`src/rtl/retospect_fpna_pkg.sv`:
```
// Shared types and constants for the FPNA neuron fabric cells.
package retospect_fpna_pkg;

  typedef enum logic {RUN, REFRACT} cell_state_t;

  localparam int unsigned CLKBUS_W = 8;

  // Configuration chain length: N weights, threshold, 3-bit decay select, refractory length.
  function automatic int unsigned cfg_len(input int unsigned n, input int unsigned w,
                                          input int unsigned p, input int unsigned r);
    return n * w + p + 3 + r;
  endfunction

endpackage

```
`src/rtl/retospect_lif_cell_if.sv`:
```
// Fabric-side signal bundle of one LIF cell; the cell uses the slave modport.
interface retospect_lif_cell_if
  import retospect_fpna_pkg::*;
#(
  parameter int unsigned N_DEND = 4,
  parameter int unsigned P_BITS = 8
);
  logic                reset_nn;
  logic                config_en;
  logic                bs_in;
  logic                bs_out;
  logic [CLKBUS_W-1:0] clockbus;
  logic [N_DEND-1:0]   dendrite;
  logic                axon;
  logic [P_BITS-1:0]   potential;

  modport master (
    output reset_nn, config_en, bs_in, clockbus, dendrite,
    input  bs_out, axon, potential
  );

  modport slave (
    input  reset_nn, config_en, bs_in, clockbus, dendrite,
    output bs_out, axon, potential
  );
endinterface

```
`src/rtl/retospect_dendrite_sum.sv`:
```
// Masked signed sum of dendrite weights added to a potential, clamped to [0, 2^P_BITS-1].
module retospect_dendrite_sum #(
  parameter int unsigned N_DEND = 4,
  parameter int unsigned W_BITS = 4,
  parameter int unsigned P_BITS = 8
) (
  input  logic [N_DEND*W_BITS-1:0] weights,
  input  logic [N_DEND-1:0]        mask,
  input  logic [P_BITS-1:0]        v_in,
  output logic [P_BITS-1:0]        v_out
);
  logic signed [P_BITS+1:0] acc;
  logic signed [P_BITS+1:0] total;

  always_comb begin
    acc = '0;
    for (int unsigned i = 0; i < N_DEND; i++) begin
      if (mask[i]) begin
        acc = acc + {{(P_BITS+2-W_BITS){weights[i*W_BITS+W_BITS-1]}}, weights[i*W_BITS +: W_BITS]};
      end
    end
    total = {2'b00, v_in} + acc;
    // Negative floors at zero; any bit at or above P_BITS on a positive total saturates.
    if (total[P_BITS+1]) begin
      v_out = '0;
    end else if (total[P_BITS]) begin
      v_out = '1;
    end else begin
      v_out = total[P_BITS-1:0];
    end
  end
endmodule

```
`src/rtl/retospect_lif_cell.sv`:
```
// Leaky integrate-and-fire cell: N weighted dendrites, threshold, refractory period,
// clockbus-strobed decay, configured through the serial bitstream chain.
module retospect_lif_cell
  import retospect_fpna_pkg::*;
#(
  parameter int unsigned N_DEND = 4,
  parameter int unsigned W_BITS = 4,
  parameter int unsigned P_BITS = 8,
  parameter int unsigned R_BITS = 3,
  parameter int unsigned INIT_V = 1
) (
  input logic                 clk,
  input logic                 rst_n,
  retospect_lif_cell_if.slave bus
);
  localparam int unsigned L    = cfg_len(N_DEND, W_BITS, P_BITS, R_BITS);
  localparam int unsigned D_LO = R_BITS;
  localparam int unsigned T_LO = R_BITS + 3;

  // Chain layout, bs_in end first: w[0] at the top bits down to refr at bit 0.
  logic [L-1:0]             cfg_q, cfg_d;
  logic [P_BITS-1:0]        pot_q, pot_d;
  logic                     axon_q, axon_d;
  cell_state_t              state_q, state_d;
  logic [R_BITS-1:0]        cnt_q, cnt_d;

  logic [P_BITS-1:0]        thresh;
  logic [2:0]               dsel;
  logic [R_BITS-1:0]        refr;
  logic [N_DEND*W_BITS-1:0] weights;
  logic [N_DEND-1:0]        mask;
  logic [P_BITS-1:0]        v_dec, v_new;

  assign thresh = cfg_q[T_LO +: P_BITS];
  assign dsel   = cfg_q[D_LO +: 3];
  assign refr   = cfg_q[0 +: R_BITS];

  always_comb begin
    weights = '0;
    for (int unsigned i = 0; i < N_DEND; i++) begin
      weights[i*W_BITS +: W_BITS] = cfg_q[L-W_BITS*(i+1) +: W_BITS];
    end
  end

  assign v_dec = bus.clockbus[dsel] ? (pot_q >> 1) : pot_q;
  assign mask  = (state_q == RUN) ? bus.dendrite : '0;

  retospect_dendrite_sum #(
    .N_DEND(N_DEND),
    .W_BITS(W_BITS),
    .P_BITS(P_BITS)
  ) u_sum (
    .weights(weights),
    .mask   (mask),
    .v_in   (v_dec),
    .v_out  (v_new)
  );

  always_comb begin
    cfg_d   = cfg_q;
    pot_d   = pot_q;
    state_d = state_q;
    cnt_d   = cnt_q;
    axon_d  = 1'b0;
    if (bus.reset_nn) begin
      pot_d   = P_BITS'(INIT_V);
      state_d = RUN;
      cnt_d   = '0;
    end else if (bus.config_en) begin
      cfg_d = {bus.bs_in, cfg_q[L-1:1]};
    end else begin
      unique case (state_q)
        RUN: begin
          if ((thresh != '0) && (v_new >= thresh)) begin
            axon_d = 1'b1;
            pot_d  = '0;
            if (refr != '0) begin
              state_d = REFRACT;
              cnt_d   = refr;
            end
          end else begin
            pot_d = v_new;
          end
        end
        REFRACT: begin
          // Mask is zero here, so v_new is the decayed potential alone.
          pot_d = v_new;
          cnt_d = cnt_q - 1'b1;
          if (cnt_q == R_BITS'(1)) begin
            state_d = RUN;
          end
        end
        default: state_d = RUN;
      endcase
    end
  end

  always_ff @(posedge clk or negedge rst_n) begin
    if (!rst_n) begin
      cfg_q   <= '0;
      pot_q   <= '0;
      axon_q  <= 1'b0;
      state_q <= RUN;
      cnt_q   <= '0;
    end else begin
      cfg_q   <= cfg_d;
      pot_q   <= pot_d;
      axon_q  <= axon_d;
      state_q <= state_d;
      cnt_q   <= cnt_d;
    end
  end

  assign bus.bs_out    = cfg_q[0];
  assign bus.axon      = axon_q;
  assign bus.potential = pot_q;
endmodule

```
`src/flat_wrapper.sv`:
```
// flat-port wrapper written by rule: the top's interface ports become plain ports
module retospect_lif_cell_flat import retospect_fpna_pkg::*;
#(
  parameter int unsigned N_DEND = 4,
  parameter int unsigned W_BITS = 4,
  parameter int unsigned P_BITS = 8,
  parameter int unsigned R_BITS = 3,
  parameter int unsigned INIT_V = 1
)
  (clk, rst_n, bus_reset_nn, bus_config_en, bus_bs_in, bus_clockbus, bus_dendrite, bus_bs_out, bus_axon, bus_potential);
  retospect_lif_cell_if #(.N_DEND(N_DEND), .P_BITS(P_BITS)) bus_i ();
  input logic clk;
  input logic rst_n;
  input wire logic [$bits(bus_i.reset_nn)-1:0] bus_reset_nn;
  input wire logic [$bits(bus_i.config_en)-1:0] bus_config_en;
  input wire logic [$bits(bus_i.bs_in)-1:0] bus_bs_in;
  input wire logic [$bits(bus_i.clockbus)-1:0] bus_clockbus;
  input wire logic [$bits(bus_i.dendrite)-1:0] bus_dendrite;
  output wire logic [$bits(bus_i.bs_out)-1:0] bus_bs_out;
  output wire logic [$bits(bus_i.axon)-1:0] bus_axon;
  output wire logic [$bits(bus_i.potential)-1:0] bus_potential;
  assign bus_i.reset_nn = bus_reset_nn;
  assign bus_i.config_en = bus_config_en;
  assign bus_i.bs_in = bus_bs_in;
  assign bus_i.clockbus = bus_clockbus;
  assign bus_i.dendrite = bus_dendrite;
  assign bus_bs_out = bus_i.bs_out;
  assign bus_axon = bus_i.axon;
  assign bus_potential = bus_i.potential;
  retospect_lif_cell #(.N_DEND(N_DEND), .W_BITS(W_BITS), .P_BITS(P_BITS), .R_BITS(R_BITS), .INIT_V(INIT_V)) u_core (.clk(clk), .rst_n(rst_n), .bus(bus_i));
endmodule
```
`config.mk`:
```
export PLATFORM = sky130hd
export DESIGN_NAME = retospect_lif_cell_flat
export DESIGN_NICKNAME = d
export VERILOG_FILES = /design/src/rtl/retospect_fpna_pkg.sv /design/src/rtl/retospect_lif_cell_if.sv /design/src/rtl/retospect_dendrite_sum.sv /design/src/rtl/retospect_lif_cell.sv /design/src/flat_wrapper.sv
export SDC_FILE = /design/constraint.sdc
export NUM_CORES = 1
export LEC_CHECK = 0
export ABC_AREA = 1
export BUFFER_PORTS_ARGS = -buffer_cell sky130_fd_sc_hd__buf_2
export CORE_MARGIN = 2
export CORE_UTILIZATION = 67
export DETAILED_ROUTE_END_ITERATION = 7
export PLACE_DENSITY = 0.83
export SLEW_MARGIN = 0
export SYNTH_ARGS = -nofsm -noshare
export SYNTH_HDL_FRONTEND = slang
export SYNTH_SLANG_ARGS = --single-unit
```
`constraint.sdc`:
```
create_clock -name clk -period 12.08 [get_ports clk]
set_clock_uncertainty 0.05 [all_clocks]
set_input_delay 2.416 -clock clk [delete_from_list [all_inputs] [get_ports clk]]
set_output_delay 2.416 -clock clk [all_outputs]
set_load 0.02 [all_outputs]
```
==> flow_summary_export.csv <==
group,metric,value,unit
sta,worst_pin_slew,0.927,ns
synthesis,synth_cells,567,
sta,setup_viol,0,
setup_path,cpPeakStageDelay,0.55,ns
layout,postLayoutCoreUtil,73.7,%
power_and_ir_drop,cellPowerDensity,231,nW/um2
detailed_routing,first_pass_iters,5,
setup_path,reg2regPathDepth,46,
layout,final_cells,663,
synthesis,ys_async_sr_fraction,100,%
detailed_routing,post_drt_wl_per_cell,14.3,um
detailed_routing,drtAntennaViolNets,0,
sta,holdWs,0.442,ns
power_and_ir_drop,power.share.clock,13.3,%
placed_design,postPlaceCellArea,4200,um2
synthesis,yosys.area.top_type,"dfrtp_1",
worst_hold_path,min_from,"u_core.cfg_q[27]",
synthesis,synth_nets,631,
layout,layout-drive-gt1-share,10.7,%
placed_design,hpwl,7460,um
synthesis,synth.avg_cell_area,7.15,um2
synthesis,yosys_warnings,0,
global_routing,grt_max_degree,50,
sta,period_share,79.8,%
layout,stdcell_area,4340,um2
floorplanning,die_w,81.8,um
layout,fill_cells,474,
sta,rsz0062_at_grt,"false",
setup_path,critPathKind,"in -> reg",
floorplanning,start_util,68.9,%
power_and_ir_drop,power.switching,500,uW
layout,diodes,0,
setup_path,slowest_stage,"o311ai_0",
cts,cts.sinks,43,
synthesis,synth_area_leaders,"dfrtp_1 27%, nand2_1 14%, ha_1 13%, o21ai_0 7.8%, inv_1 6.6%",
sta,fin_ws,2.45,ns
cts,clockBufferDepth,2,
cts,cts_tree,"yes",
setup_path,critPathCapture,"u_core.bus.potential[4]",
synthesis,ys_ff_latch,43,
setup_path,required,12.22,ns
synthesis,synth-edff-count,0,
placed_design,dp_cells,655,
synthesis,ys_types,42,
floorplanning,io_pins,27,
detailed_routing,vias,3804,
cts,clk_latency,0.30,ns
power_and_ir_drop,totalPowerFinal,1.00,mW
power_and_ir_drop,p_sw_share,49.8,%
sta,hold_viol,0,
detailed_routing,wl,9460,um
setup_path,cp-startpoint,"bus_dendrite[0]",
cts,clk_pin_slew,0.09,ns
setup_path,cp-start-kind,"input pin",
floorplanning,dieArea,6690,um2
layout,syn2layout_area_growth,7.00,%
setup_path,r2r-end,"u_core.bus.potential[4]",
sta,min_period,9.63,ns
floorplanning,die_h,81.8,um
power_and_ir_drop,vdd_drop_max,0.128,mV
power_and_ir_drop,p_int,505,uW
setup_path,arrival,9.78,ns
cts,cts_resized,0,
placed_design,pre_cts_ws,2.35,ns
cts,htree_levels,2,
cts,ctsHoldBuffers,0,
worst_hold_path,holdCritPathClass,"reg -> reg",
setup_path,r2r_start,"u_core.state_q",
detailed_routing,first_iter_violations,233,
power_and_ir_drop,comb_power_share,66.3,%
power_and_ir_drop,p_leak,2.26,nW
synthesis,syn_area,4060,um2
run,max_cap_violations,0,
cts,cts_buffers,5,
setup_path,worstPathMaxFanout,11,
synthesis,synthFlopType,"dfrtp_1",
global_routing,grt_overflow,0,
placed_design,globalplace.congestion,0.946,
global_routing,grt_pass1_vias,3626,
setup_path,r2r_setup_slack,3.98,ns
power_and_ir_drop,seqPwrFrac,20.4,%
detailed_routing,drc_errors,0,
layout,mostFrequentLayoutCells,"147 x nand2_1, 71 x inv_1, 63 x o21ai_0",
cts,postCtsSetupBuffers,0,
cts,clockRootBuffer,"clkbuf_8",
setup_path,crit_path_frequent_cell,"nand2_1",
global_routing,grt_use_total,31.0,%
detailed_routing,vias_per_cell,5.74,
floorplanning,rows,28,
layout,num-nets-final,651,
sta,clock.fmax,0.104,GHz
synthesis,netlist.area_leader.share,26.5,%
sta,fin_tns_setup,0,ns
layout,final_common_cell,"nand2_1",
sta,relSlewSlack,38.2,%
global_routing,grt_pass1_wl,16000,um
synthesis,seq_area_frac_synth,26.5,%
run_status,status,"finished clean",
placed_design,io_buffers,26,
sta,slew_viol_final,0,
global_routing,antenna_found_initial,0,
setup_path,end_kind,"flop",
floorplanning,core-area,5890,um2
synth_stat cells, types with 3 or more instances:
cell and instances:
nand2_1 147, inv_1 71, o21ai_0 63, dfrtp_1 43
ha_1 41, a21oi_1 39, nor2_1 34, nand3_1 25
xor2_1 13, clkbuf_1 9, nand3_2 7, a21boi_0 6
fa_1 6, nand2_2 6, nand3b_1 6, xnor2_1 5
and2_1 4, nand4_1 4, a31oi_1 3, nand2_4 3
nor4_1 3, or2_2 3
registers in the layout, summed over array words and instances, names as in the netlist:
name / cells
u_core.bus.potential: 8
u_core.cfg_q: 30
u_core.state_q: 1
u_core.bus.axon: 1
u_core.cnt_q: 3
metal layers:
metal  track usage, %  vias to the layer above  routed length, um
met5                0                        -                  0
met4             8.67                        0                169
met3             5.60                       20                445
met2             56.1                      102               4850
met1             37.6                     1780               3990
li1                 -                     1902                  -
critical path: cells and delay by family:
family	cells	cell delay, ns
simple gates	21	2.35
fa+ha+maj	7	2.39
compound gates	9	1.79
xor+xnor	2	0.23
buf+inv	7	0.62
cell type report:
type	instances	area (um2)	share of cell area [%]
Sequential cell	43	1080	24.8
Clock inverter	3	67.6	1.56
Multi-Input combinational cell	435	2610	60.1
Tap cell	75	93.8	2.16
Inverter	75	289	6.66
Timing Repair Buffer	27	138	3.17
Clock buffer	5	68.8	1.59
power by group through the flow:
stage	Sequential (mW)	Clock (mW)	Combinational [mW]
6_report	0.205	0.134	0.666
5_1_grt	0.209	0.142	0.755
4_1_cts	0.204	0.134	0.658
3_5_place_dp	0.207	0	0.647
3_3_place_gp	0.206	0	0.622
2_1_floorplan	0.204	0	0.514
how the worst min path moves through the flow:
stage | depth (start not counted) | to
floorplan | 2 | u_core.cfg_q[26]
global placement | 2 | u_core.cfg_q[26]
detailed placement | 2 | u_core.cfg_q[26]
CTS | 2 | u_core.cfg_q[26]
global route | 2 | u_core.cnt_q[1]
finish | 2 | u_core.cfg_q[26]
logic make-up after synthesis:
| kind of cell | count (synthesis) | synth area share, % |
|---|---|---|
| simple gates | 245 | 27.3 |
| compound gates | 124 | 17.2 |
| buf+inv | 89 | 9.25 |
| fa+ha+maj | 47 | 15.6 |
| flops | 43 | 26.5 |
| xor+xnor | 18 | 3.89 |
| mux | 1 | 0.247 |
(Power assumes the default switching activity.)
